==> config.mk <==
export PLATFORM = sky130hd
export DESIGN_NAME = div_share_ctrl
export DESIGN_NICKNAME = d
export VERILOG_FILES = /design/src/rtl/div_share_ctrl.sv
export SDC_FILE = /design/constraint.sdc
export NUM_CORES = 1
export LEC_CHECK = 0
export ABC_AREA = 1
export CAP_MARGIN = 5
export CORE_MARGIN = 4
export CORE_UTILIZATION = 35
export DETAILED_ROUTE_END_ITERATION = 16
export PLACE_DENSITY = 0.63
export SLEW_MARGIN = 0
export SYNTH_ARGS = -nofsm -noshare
export SYNTH_HDL_FRONTEND = slang
export SYNTH_HIERARCHICAL = 1
export SYNTH_SLANG_ARGS = --single-unit
==> constraint.sdc <==
create_clock -name clk -period 9.2 [get_ports clk]
set_clock_uncertainty 0.05 [all_clocks]
set_input_delay 1.38 -clock clk [delete_from_list [all_inputs] [get_ports clk]]
set_output_delay 1.38 -clock clk [all_outputs]
set_load 0.02 [all_outputs]
==> src/rtl/div_share_ctrl.sv <==
// div_share_ctrl: lets NREQ clients take turns on one combinational divider.
// Requests are granted round-robin and the operands are latched. The divider
// is then given DIV_CYCLES cycles to settle before its result is registered
// and returned on a single tagged valid/ready response channel.

// Combinational restoring divider. A zero divisor returns a value that is not
// meaningful; the controller substitutes its own result for that case.
module divider #(
    parameter int DIVIDEND = 6,
    parameter int DIVISOR  = 3
) (
    input  logic [DIVIDEND-1:0] dividend,
    input  logic [DIVISOR-1:0]  divisor,
    output logic [DIVIDEND-1:0] quotient,
    output logic [DIVISOR-1:0]  remainder
);

    logic [DIVISOR:0] rem_s;

    // Shift-subtract long division, most significant dividend bit first.
    always_comb begin
        rem_s    = '0;
        quotient = '0;
        for (int i = DIVIDEND - 1; i >= 0; i--) begin
            rem_s = {rem_s[DIVISOR-1:0], dividend[i]};
            if (rem_s >= {1'b0, divisor}) begin
                rem_s       = rem_s - {1'b0, divisor};
                quotient[i] = 1'b1;
            end else begin
                quotient[i] = 1'b0;
            end
        end
        remainder = rem_s[DIVISOR-1:0];
    end

endmodule

module div_share_ctrl #(
    parameter int  DIVIDEND   = 6,
    parameter int  DIVISOR    = 3,
    parameter int  NREQ       = 2,
    parameter int  DIV_CYCLES = 2,
    localparam int ID_W       = (NREQ > 1) ? $clog2(NREQ) : 1
) (
    input  logic                     clk,
    input  logic                     reset,
    input  logic [NREQ-1:0]          req_valid,
    output logic [NREQ-1:0]          req_ready,
    input  logic [NREQ*DIVIDEND-1:0] req_dividend,
    input  logic [NREQ*DIVISOR-1:0]  req_divisor,
    output logic                     rsp_valid,
    input  logic                     rsp_ready,
    output logic [ID_W-1:0]          rsp_id,
    output logic [DIVIDEND-1:0]      rsp_quotient,
    output logic [DIVISOR-1:0]       rsp_remainder,
    output logic                     rsp_dz
);

    // The settle counter only ever holds values 0 .. DIV_CYCLES-1.
    localparam int CNT_W = (DIV_CYCLES > 1) ? $clog2(DIV_CYCLES) : 1;

    typedef enum logic [1:0] {
        ST_IDLE = 2'd0,
        ST_WAIT = 2'd1,
        ST_RESP = 2'd2
    } state_t;

    // Requester index that is 'off' positions after 'base', wrapping at NREQ.
    function automatic logic [ID_W-1:0] rr_idx(input logic [ID_W-1:0] base, input int off);
        int sum;
        sum = (int'(base) + off) % NREQ;
        return ID_W'(sum);
    endfunction

    state_t                state_q, state_d;
    logic [ID_W-1:0]       ptr_q, ptr_d;
    logic [CNT_W-1:0]      cnt_q, cnt_d;
    logic [DIVIDEND-1:0]   op_a_q, op_a_d;
    logic [DIVISOR-1:0]    op_b_q, op_b_d;
    logic [ID_W-1:0]       id_q, id_d;
    logic                  rsp_valid_q, rsp_valid_d;
    logic [ID_W-1:0]       rsp_id_q, rsp_id_d;
    logic [DIVIDEND-1:0]   rsp_quo_q, rsp_quo_d;
    logic [DIVISOR-1:0]    rsp_rem_q, rsp_rem_d;
    logic                  rsp_dz_q, rsp_dz_d;

    logic                  gnt_found_s;
    logic [ID_W-1:0]       gnt_idx_s;
    logic [NREQ-1:0]       req_ready_s;
    logic                  accept_s;
    logic [DIVIDEND-1:0]   div_quo_s;
    logic [DIVISOR-1:0]    div_rem_s;

    // Shared divider always sees the latched operands, so its inputs are
    // stable for the whole settle window.
    divider #(
        .DIVIDEND (DIVIDEND),
        .DIVISOR  (DIVISOR)
    ) u_divider (
        .dividend  (op_a_q),
        .divisor   (op_b_q),
        .quotient  (div_quo_s),
        .remainder (div_rem_s)
    );

    // Round-robin search: first valid requester at or after ptr_q wins.
    always_comb begin
        gnt_found_s = 1'b0;
        gnt_idx_s   = '0;
        for (int k = 0; k < NREQ; k++) begin
            if (!gnt_found_s && req_valid[rr_idx(ptr_q, k)]) begin
                gnt_found_s = 1'b1;
                gnt_idx_s   = rr_idx(ptr_q, k);
            end else begin
                gnt_found_s = gnt_found_s;
            end
        end
    end

    // One-hot accept to the granted requester, only while idle and out of reset.
    always_comb begin
        req_ready_s = '0;
        if ((state_q == ST_IDLE) && gnt_found_s && !reset) begin
            req_ready_s[gnt_idx_s] = 1'b1;
        end else begin
            req_ready_s = '0;
        end
    end

    assign accept_s  = |(req_valid & req_ready_s);
    assign req_ready = req_ready_s;

    // Next-state logic: accept in IDLE, count down in WAIT, hand off in RESP.
    always_comb begin
        state_d     = state_q;
        ptr_d       = ptr_q;
        cnt_d       = cnt_q;
        op_a_d      = op_a_q;
        op_b_d      = op_b_q;
        id_d        = id_q;
        rsp_valid_d = rsp_valid_q;
        rsp_id_d    = rsp_id_q;
        rsp_quo_d   = rsp_quo_q;
        rsp_rem_d   = rsp_rem_q;
        rsp_dz_d    = rsp_dz_q;

        case (state_q)
            ST_IDLE: begin
                if (accept_s) begin
                    op_a_d  = req_dividend[int'(gnt_idx_s)*DIVIDEND +: DIVIDEND];
                    op_b_d  = req_divisor[int'(gnt_idx_s)*DIVISOR +: DIVISOR];
                    id_d    = gnt_idx_s;
                    ptr_d   = rr_idx(gnt_idx_s, 1);
                    cnt_d   = CNT_W'(DIV_CYCLES - 1);
                    state_d = ST_WAIT;
                end else begin
                    state_d = ST_IDLE;
                end
            end

            ST_WAIT: begin
                if (cnt_q != {CNT_W{1'b0}}) begin
                    cnt_d   = cnt_q - CNT_W'(1);
                    state_d = ST_WAIT;
                end else begin
                    // Divider has had its full settle time; register the result.
                    rsp_valid_d = 1'b1;
                    rsp_id_d    = id_q;
                    state_d     = ST_RESP;
                    if (op_b_q == {DIVISOR{1'b0}}) begin
                        rsp_quo_d = {DIVIDEND{1'b1}};
                        rsp_rem_d = {DIVISOR{1'b0}};
                        rsp_dz_d  = 1'b1;
                    end else begin
                        rsp_quo_d = div_quo_s;
                        rsp_rem_d = div_rem_s;
                        rsp_dz_d  = 1'b0;
                    end
                end
            end

            ST_RESP: begin
                if (rsp_ready) begin
                    // Data registers keep their last values after the handoff.
                    rsp_valid_d = 1'b0;
                    state_d     = ST_IDLE;
                end else begin
                    state_d = ST_RESP;
                end
            end

            default: begin
                rsp_valid_d = 1'b0;
                state_d     = ST_IDLE;
            end
        endcase
    end

    // State and datapath registers; reset drops any in-flight operation.
    always_ff @(posedge clk) begin
        if (reset) begin
            state_q     <= ST_IDLE;
            ptr_q       <= '0;
            cnt_q       <= '0;
            op_a_q      <= '0;
            op_b_q      <= '0;
            id_q        <= '0;
            rsp_valid_q <= 1'b0;
            rsp_id_q    <= '0;
            rsp_quo_q   <= '0;
            rsp_rem_q   <= '0;
            rsp_dz_q    <= 1'b0;
        end else begin
            state_q     <= state_d;
            ptr_q       <= ptr_d;
            cnt_q       <= cnt_d;
            op_a_q      <= op_a_d;
            op_b_q      <= op_b_d;
            id_q        <= id_d;
            rsp_valid_q <= rsp_valid_d;
            rsp_id_q    <= rsp_id_d;
            rsp_quo_q   <= rsp_quo_d;
            rsp_rem_q   <= rsp_rem_d;
            rsp_dz_q    <= rsp_dz_d;
        end
    end

    assign rsp_valid     = rsp_valid_q;
    assign rsp_id        = rsp_id_q;
    assign rsp_quotient  = rsp_quo_q;
    assign rsp_remainder = rsp_rem_q;
    assign rsp_dz        = rsp_dz_q;

endmodule
Word level (Yosys, flattened, before mapping). Cells that the tools add are included.

Input bits: 23. Output and inout port bits: 14. Logic and storage cells: 92. Register bits: 26.

$mul: 2. Shift operators: 2. $add $sub $neg: 9. Magnitude comparators: 10. Reduce and logical (&&, ||, !) cells: 14. Muxes and demuxes: 36. Equality and inequality tests: 5. Bitwise logic cells: 3.

Operators with widths (count): $mux W1 (21); $mux W3 (7); $ge A4 B3 Y1 (5); $sub A3 B3 Y3 (5); $shiftx A12 B5 Y6 (1); $lt A1 B2 Y1 const B (3); $mul A1 B2 Y3 const B (2); $mux W2 (3); $mux W6 (1); $ne A2 B2 Y1 const B (3); $pmux W2 S3 (1); $reduce_and A2 Y1 (3); $shiftx A6 B4 Y3 (1); $logic_and A1 B1 Y1 (4); $ge A1 B3 Y1 (1); $logic_not A3 Y1 (1); $pmux W1 S3 (1); $reduce_and A3 Y1 (1); $sub A1 B3 Y3 (1); $add A1 B1 Y1 const B (2); $and A2 B2 Y2 (1); $eq A2 B1 Y1 const B (1); $eq A2 B2 Y1 const B (1); $logic_not A1 Y1 (2); other kinds (8) (9).

Depth between registers and ports, before layout. Gate-level depths: netlist (run 1).

Depth after elaboration: 15. Mapped depth: 49. Depth with buffers taken out: 49.

Hierarchy. Netlist (run 1), hierarchy kept.

Modules (own cells, without submodules): div_share_ctrl (sequential area each 520.5 um^2, cells each 151, area each 1217.4 um^2, times used 1); divider (sequential area each 0.0 um^2, cells each 142, area each 1013.5 um^2, times used 1).

Least setup slack after synthesis (run 1). Ideal clock, no wire load.

Path type: register to register. Start point: reg op_b_q[1]. End point: reg rsp_rem_q[1], in the netlist rsp_remainder[1]. Arrival time: 6.400 ns. Stages on the path, launching flop included: 45. Slack: 2.680 ns. Period minus slack after synthesis: 6.520 ns. Buffers on the path: 0. Required time: 9.080 ns. Library setup time: 0.070 ns. Path through: dfxtp_1 -> inv_1 -> ha_1 -> inv_1 -> nor2_4 -> ha_1 -> nand2_1 -> nor2_2 -> nor2_4 -> nand2_4 -> inv_2 -> nand2_2 -> nand2_2 -> ha_1 -> inv_1 -> nor2_1 -> nor3_2 -> nand2_2 -> [... 9 more ...] -> nand2_1 -> inv_1 -> fa_1 -> nor2_1 -> nor2_1 -> nand2_1 -> inv_1 -> nand4_1 -> nand2_1 -> fa_1 -> a21o_1 -> a21oi_1 -> inv_1 -> nor2_2 -> nand3_1 -> nand2_1 -> nand2_1 -> a21oi_1.

Longest elaborated chain between the ends: 13. Elaborated cells on any way between the ends: 20. Classes of those cells: add/sub (6); order compare (6); mux (7); reduce/logical (1).

Ends and longest elaborated chain: from (decl) (RTL line 79) `logic [DIVISOR-1:0] op_b_q, op_b_d;`; from (signal assigned) (RTL line 218) `op_b_q <= op_b_d;`; $sub A1 B3 Y3 or $ge A1 B3 Y1 (tied branches) (RTL line 27, 26); $mux W3 (RTL line 26) `if (rem_s >= {1'b0, divisor}) begin`; $ge A4 B3 Y1 or $sub A3 B3 Y3 (tied branches) (RTL line 26, 27); $mux W3 (RTL line 26); $ge A4 B3 Y1 or $sub A3 B3 Y3 (tied branches) (RTL line 26, 27); $mux W3 (RTL line 26); $ge A4 B3 Y1 or $sub A3 B3 Y3 (tied branches) (RTL line 26, 27); $mux W3 (RTL line 26); $ge A4 B3 Y1 or $sub A3 B3 Y3 (tied branches) (RTL line 26, 27); $mux W3 (RTL line 26); $ge A4 B3 Y1 or $sub A3 B3 Y3 (tied branches) (RTL line 26, 27); $mux W3 * (RTL line 26); via div_rem_s[1] (RTL line 92) `logic [DIVISOR-1:0] div_rem_s;`; $mux W3 * (RTL line 170) `if (op_b_q == {DIVISOR{1'b0}}) begin`; to (signal assigned) (RTL line 223) `rsp_rem_q <= rsp_rem_d;`; to (decl) (RTL line 84) `logic [DIVISOR-1:0] rsp_rem_q, rsp_rem_d;`.

The timed path passes the listed nets; every way through them passes the cells marked *. A chain may end at the register's enable or synchronous reset.

Final worst setup path (run 1).
Start point: reg op_b_q[1]. End point: reg rsp_rem_q[2], in the netlist rsp_remainder[2].

Same word-level chain as after synthesis.

==> results of run 1 <==
[cell usage in the layout, fill, tap and decap left out]
cell type / netlist / layout
inv_1: 44 / 44
xnor2_1: 4 / 4
nand2_4: 12 / 12
inv_4: 1 / 1
nand3b_2: 1 / 1
o211a_1: 1 / 1
nand3_1: 15 / 15
bufinv_16: 0 / 1
nor2_4: 4 / 4
inv_2: 3 / 3
a21o_1: 1 / 1
nand2_2: 10 / 10
xor2_1: 1 / 1
nor2_1: 22 / 22
a21oi_2: 7 / 7
nand4_1: 2 / 2
o21ai_2: 2 / 2
clkbuf_8: 0 / 3
nor3_2: 1 / 1
o211ai_2: 1 / 1
nand3_2: 4 / 4
nor2_2: 7 / 7
a22oi_2: 1 / 1
o31ai_1: 1 / 1
a21boi_2: 1 / 1
ha_1: 17 / 17
clkdlybuf4s50_1: 0 / 36
nand3_4: 5 / 5
nor3_4: 1 / 1
fa_1: 5 / 5
dfxtp_1: 26 / 26
a31oi_1: 1 / 1
a21oi_1: 7 / 7
nand2_1: 66 / 66
nand3b_1: 1 / 1
o21ai_0: 12 / 12
[path summary, 6_finish.rpt]
check | startpoint | end | slack (ns) | depth (start not counted)
setup reg to reg | op_b_q[1] | rsp_remainder[2] | 1.91 | 42
setup / recovery | op_b_q[1] | rsp_remainder[2] | 1.91 | 42
hold / removal | id_q | rsp_id | 0.42 | 2
hold reg to reg | id_q | rsp_id | 0.42 | 2
[report_power, final]
part	internal, mW	switching [mW]	leakage (nW)
Clock	0.0582	0.0361	0.0357
Sequential	0.127	0.0126	0.213
Combinational	0.168	0.270	1.02
Total	0.353	0.318	1.27
[metal layers]
layer,share of wire [%],up-vias
met2,47,36
li1,-,988
met5,0,-
met1,48,811
met3,3.9,5
met4,0.92,0
[tightest hold or removal path, cell delays in order, from the launching register on]
cell and delay (ns):
dfxtp_1 0.32, nand2_1 0.06, a21oi_1 0.05
[final cells by class]
cell class | instances | area [um^2] | area share [%]
sequential | 26 | 520 | 19.3
inverter | 48 | 183 | 6.76
multi-input combinational | 213 | 1480 | 54.6
timing repair buffer | 36 | 360 | 13.3
tap | 75 | 93.8 | 3.47
clock inverter | 1 | 30.0 | 1.11
clock buffer | 3 | 41.3 | 1.53
[logic make-up after synthesis]
kind of cell	after synthesis
simple gates	151
buf+inv	54
compound gates	35
flops	26
fa+ha+maj	22
xor+xnor	5
[flip-flops by register name (all words and copies together) (netlist names)]
register,flops
op_a_q,6
rsp_quotient,6
op_b_q,3
rsp_remainder,3
state_q,2
cnt_q,1
id_q,1
ptr_q,1
rsp_dz,1
rsp_id,1
rsp_valid,1
[through the flow]
stage               hold WS, ns  cell area (um^2)  std cells
floorplan                 0.386              2230        293
global placement          0.406              2630        398
detailed placement        0.407              2630        398
CTS                       0.426              2700        402
global route              0.449              2700        402
finish                    0.418              2700        402
==> summary.md, run 1 <==
| Metric | Value |
|---|---|
| Status | `completed` |
| Post-synth EDFFs | `0` |
| Gr busiest metal | `met2` |
| Top delay family on crit path | `adder cells` |
| Critical Path AT | `7.43 ns` |
| CTS Buf Count | `3` |
| # hold bufs at CTS | `0` |
| Die area | `7710 um^2` |
| Cells taking the most area after synthesis | `dfxtp_1 (23%), nand2_1 (11%), ha_1 (9.5%)` |
| Post-route minimum period | `roughly 7.3 ns` |
| Register bit total from synthesis | `26` |
| Port Buf Inserts | `36` |
| Count leader, synth | `nand2_1` |
| YS warnings | `6` |
| Largest net degree at the start of global routing | `16` |
| Drt wl/cell | `11.6 um` |
| Fillers | `628` |
| Setup violations, final | `0` |
| Postcts setup bufs | `0` |
| Mux contribution to synthesized area | `0%` |
| First-pass DRT Iterations | `4` |
| Share of cells above drive strength 1 | `19.9%` |
| Grt met1 use | `16.7%` |
| Ant. Diodes | `0` |
| CP endpoint kind | `flop` |
| First-pass GRT wire length | `8.17 mm` |
| Leak Pwr | `1.27 nW` |
| Synth top area share | `a little under a quarter` |
| Clock Path Buffers | `2` |
| Die X | `87.8 um` |
| Crit path buf inv count | `7` |
| Drt via density | `4.58` |
| CTS tree | `done` |
| # H-tree levels | `1` |
| Tightest Pin Transition | `0.710 ns` |
| Pwr/cell area | `roughly 250 nW/um^2` |
| Avg Cell Area, Syn | `~7.6 um^2` |
| Main combinational cell family by area after synthesis | `simple AND/OR/NAND/NOR gates` |
| Max FO, Critical Path | `8` |
| Slowest CP cell | `dfxtp_1` |
| Synth Area in Simple Gates | `approximately two fifths` |
| CP peak stage delay | `between 0.6 and 0.7 ns` |
| I/O Pins | `37` |
| Startpoint Class | `flop` |
| Initial Utilization | `36.8%` |
| PnR worst setup slack | `approximately 1.9 ns` |
| Final Hold Fails | `0` |
| WL final | `roughly 4.7 mm` |
| Met2 Usage GRT | `between 20% and 30%` |
| Slew Viols, Final | `0` |
| Slew HR | `between 50% and 60%` |
| Syn nets | `around 340` |
| Reg clk slew, reported paths | `0.09 ns` |
| Synth async-reset ratio | `0%` |
| RSZ-0062 raised after global routing | `no` |
| Die H | `87.8 um` |
| Synth Area in Compound Gates | `10.8%` |
| Crit Path Category | `reg -> reg` |
| Maximum VDD drop | `87.8 uV` |
| Maxcap violations | `0` |
| Root buffer cell | `clkbuf_8` |
| NumNets Final | `about 370` |
| Synth Area in XOR/XNOR | `1.96%` |
| Vias in the first global route | `approximately 1800` |
| Adder-cell share of the synthesized area | `14.0%` |
| Initial DRC count | `75` |
| # rows | `28` |
| Final TNS setup | `0 ns` |
| Fmax | `137 MHz` |
| HPWL Detailed | `3.76 mm` |
| Yosys top cell by area | `dfxtp_1` |
| Most frequent cells after synthesis | `nand2_1 (66), inv_1 (44), dfxtp_1 (26)` |
| Antenna-violating nets left | `0` |
| Total track usage | `13.0%` |
| Sink Count | `26` |
| Cells after Synth | `293` |
| Setup WS pre-CTS | `a little under 2 ns` |
| Layout area overhead | `21.2%` |
| Core ar. | `6060 um^2` |
| Most used cell, CP | `nand2_1` |
| GRT overflow | `0` |
| GR Layer Usage met3 | `1.88%` |
| Count of cell types in the netlist | `36` |
| Post-synthesis cell area | `2230 um^2` |
| Hold Path Class | `reg -> reg` |
| Clock Latency Late Sink | `0.27 ns` |
| Design Power | `0.672 mW` |
| Vias after detailed routing | `about 1800` |
| Final period util | `79.2%` |
| Placer Congestion | `0.799` |
| # DRC | `0` |
| Initial antenna violation count | `0` |
| WP data required | `9.35 ns` |
| Util after Layout | `between 40% and 50%` |
| Top_reg_cell synth | `dfxtp_1` |
| # resized after CTS | `0` |
| Sequential area share after synthesis | `23.3%` |
(Power assumes the default switching activity.)
==> inputs of run 2 (changes only) <==
--- a/config.mk
+++ b/config.mk
@@ -10,7 +10,7 @@
 export CORE_MARGIN = 4
 export CORE_UTILIZATION = 35
 export DETAILED_ROUTE_END_ITERATION = 16
-export PLACE_DENSITY = 0.63
+export PLACE_DENSITY = 0.66
 export SLEW_MARGIN = 0
 export SYNTH_ARGS = -nofsm -noshare
 export SYNTH_HDL_FRONTEND = slang
==> constraint.sdc (replaced) <==
create_clock -name clk -period 6.25 [get_ports clk]
set_clock_uncertainty 0.05 [all_clocks]
set_input_delay 0.9375 -clock clk [delete_from_list [all_inputs] [get_ports clk]]
set_output_delay 0.9375 -clock clk [all_outputs]
set_load 0.02 [all_outputs]
==> run 2 against run 1 <==
Against the previous run: final cell count grew 7.0%; flip-flop and latch count is the same; hold slack lost 0.0026 ns; largest cell class unchanged; setup slack lost 1.7 ns.
==> summary.md, run 2 (synthesized netlist as in run 1, its figures left out) <==
| Metric | Value |
|---|---|
| Clock Latency Late Sink | `0.28 ns` |
| Vias after detailed routing | `1992` |
| Commonest non-fill, non-tap cell in the layout | `nand2_1` |
| Ant. Diodes | `0` |
| Drt via density | `around 4.6` |
| Initial Utilization | `between 30% and 40%` |
| Setup violations, final | `0` |
| Maxcap violations | `0` |
| RSZ-0062 raised after global routing | `yes` |
| Final Hold Fails | `0` |
| CTS Buf Count | `3` |
| Final TNS setup | `0 ns` |
| Vias in the first global route | `1846` |
| CP endpoint kind | `flop` |
| Slew Viols, Final | `0` |
| Initial DRC count | `36` |
| Fmax | `166 MHz` |
| Slew HR | `48.9%` |
| Crit Path Category | `reg -> reg` |
| Final period util | `96.5%` |
| Clock Path Buffers | `2` |
| # rows | `28` |
| Layout area overhead | `39.7%` |
| Pwr/cell area | `a little over 400 nW/um^2` |
| Max FO, Critical Path | `6` |
| Fillers | `594` |
| CTS tree | `done` |
| Hold Path Class | `reg -> reg` |
| Status | `completed` |
| Maximum VDD drop | `144 uV` |
| First-pass DRT Iterations | `4` |
| Most used cell, CP | `nand2_2` |
| Initial antenna violation count | `0` |
| # DRC | `0` |
| Die H | `87.8 um` |
| Post-route minimum period | `just over 6 ns` |
| Placer Congestion | `0.823` |
| Largest net degree at the start of global routing | `16` |
| HPWL Detailed | `~4 mm` |
| Core ar. | `6060 um^2` |
| I/O Pins | `37` |
| Reg clk slew, reported paths | `0.10 ns` |
| First-pass GRT wire length | `~8 mm` |
| WL final | `5.07 mm` |
| GRT overflow | `0` |
| Most frequent cells in the layout | `nand2_1 (52), inv_1 (36), clkdlybuf4s50_1 (36), buf_4 (28), dfxtp_1 (23)` |
| # H-tree levels | `1` |
| Sink Count | `26` |
| Die area | `approximately 7700 um^2` |
| Slowest CP cell | `fa_2` |
| Final instance area | `3120 um^2` |
| Hold_ws | `around 0.42 ns` |
| CP peak stage delay | `0.38 ns` |
| Root buffer cell | `clkbuf_8` |
| WP data required | `6.35 ns` |
| Leak Pwr | `1.41 nW` |
| Critical Path AT | `6.13 ns` |
| Startpoint Class | `flop` |
| Port Buf Inserts | `36` |
| Tightest Pin Transition | `around 0.76 ns` |
| PnR worst setup slack | `0.217 ns` |
| Drt wl/cell | `11.8 um` |
| Placed cell area | `2820 um^2` |
| NumNets Final | `401` |
| Share of cells above drive strength 1 | `about two fifths` |
| Setup WS pre-CTS | `-0.191 ns` |
| Die X | `87.8 um` |
| Total track usage | `13.1%` |
| Antenna-violating nets left | `0` |
-- run 2: critical path: cells and delay by family (launching register included) --
family,cells,cell delay [ns]
simple gates,26,2.12
fa+ha+maj,6,1.86
flops,1,0.34
buf+inv,10,0.64
compound gates,7,0.91
-- run 2: stage by stage --
step	util, %	power (mW)	std cells
finish	51.4	1.26	430
global placement	46.5	0.974	418
detailed placement	46.5	0.987	418
global route	51.4	1.35	430
CTS	48.3	1.15	422
floorplan	-	0.760	293
-- run 2: report_power, final --
group | leakage, nW | internal, mW | switching, mW | total (mW)
Sequential | 0.215 | 0.188 | 0.0172 | 0.205
Clock | 0.0357 | 0.0858 | 0.0544 | 0.140
Combinational | 1.16 | 0.410 | 0.500 | 0.911
-- run 2: metal layers --
layer,share of wire [%],wire length (um),track usage (%),vias to the layer above
li1,-,-,-,1046
met1,48,2420,18.0,907
met2,48,2430,21.6,35
met3,3.6,185,1.98,4
met4,0.73,37,3.07,0
met5,0,0,0,-
-- run 2: repair_timing --
item / in CTS / in global routing
pin swaps: 4 / 38
endpoints found under the hold margin: 0 / 0
resized for setup: 7 / 33
endpoints found under the setup margin: 4 / 4
buffers inserted: 0 / 8
hold buffers: 0 / 0
-- run 2: worst paths after layout --
check	startpoint	depth (start not counted)	slack (ns)	to
worst max-delay path	op_a_q[5]	49	0.22	rsp_remainder[2]
worst min-delay path	id_q	2	0.42	rsp_id
worst max register to register	op_a_q[5]	49	0.22	rsp_remainder[2]
worst min register to register	id_q	2	0.42	rsp_id
-- run 2: area by class of cell --
cell class                 count  area, um^2  area share, %
multi-input combinational    213        1670           53.7
timing repair buffer          64         571           18.3
sequential                    26         524           16.8
clock inverter                 1        30.0          0.964
tap                           75        93.8           3.01
clock buffer                   3        41.3           1.33
inverter                      48         183           5.86
==> inputs of run 3 (changes only) <==
==> constraint.sdc (replaced) <==
create_clock -name clk -period 6.25 [get_ports clk]
set_clock_uncertainty 0.05 [all_clocks]
set_input_delay 0.9375 -clock clk [delete_from_list [all_inputs] [get_ports clk]]
set_output_delay 0.9375 -clock clk [all_outputs]
set_load 0.05 [all_outputs]
==> results of run 3 <==
Same layout as run 2 (identical final DEF). Status: completed.
Main changes from that run: total power 1.26 mW -> 1.28 mW
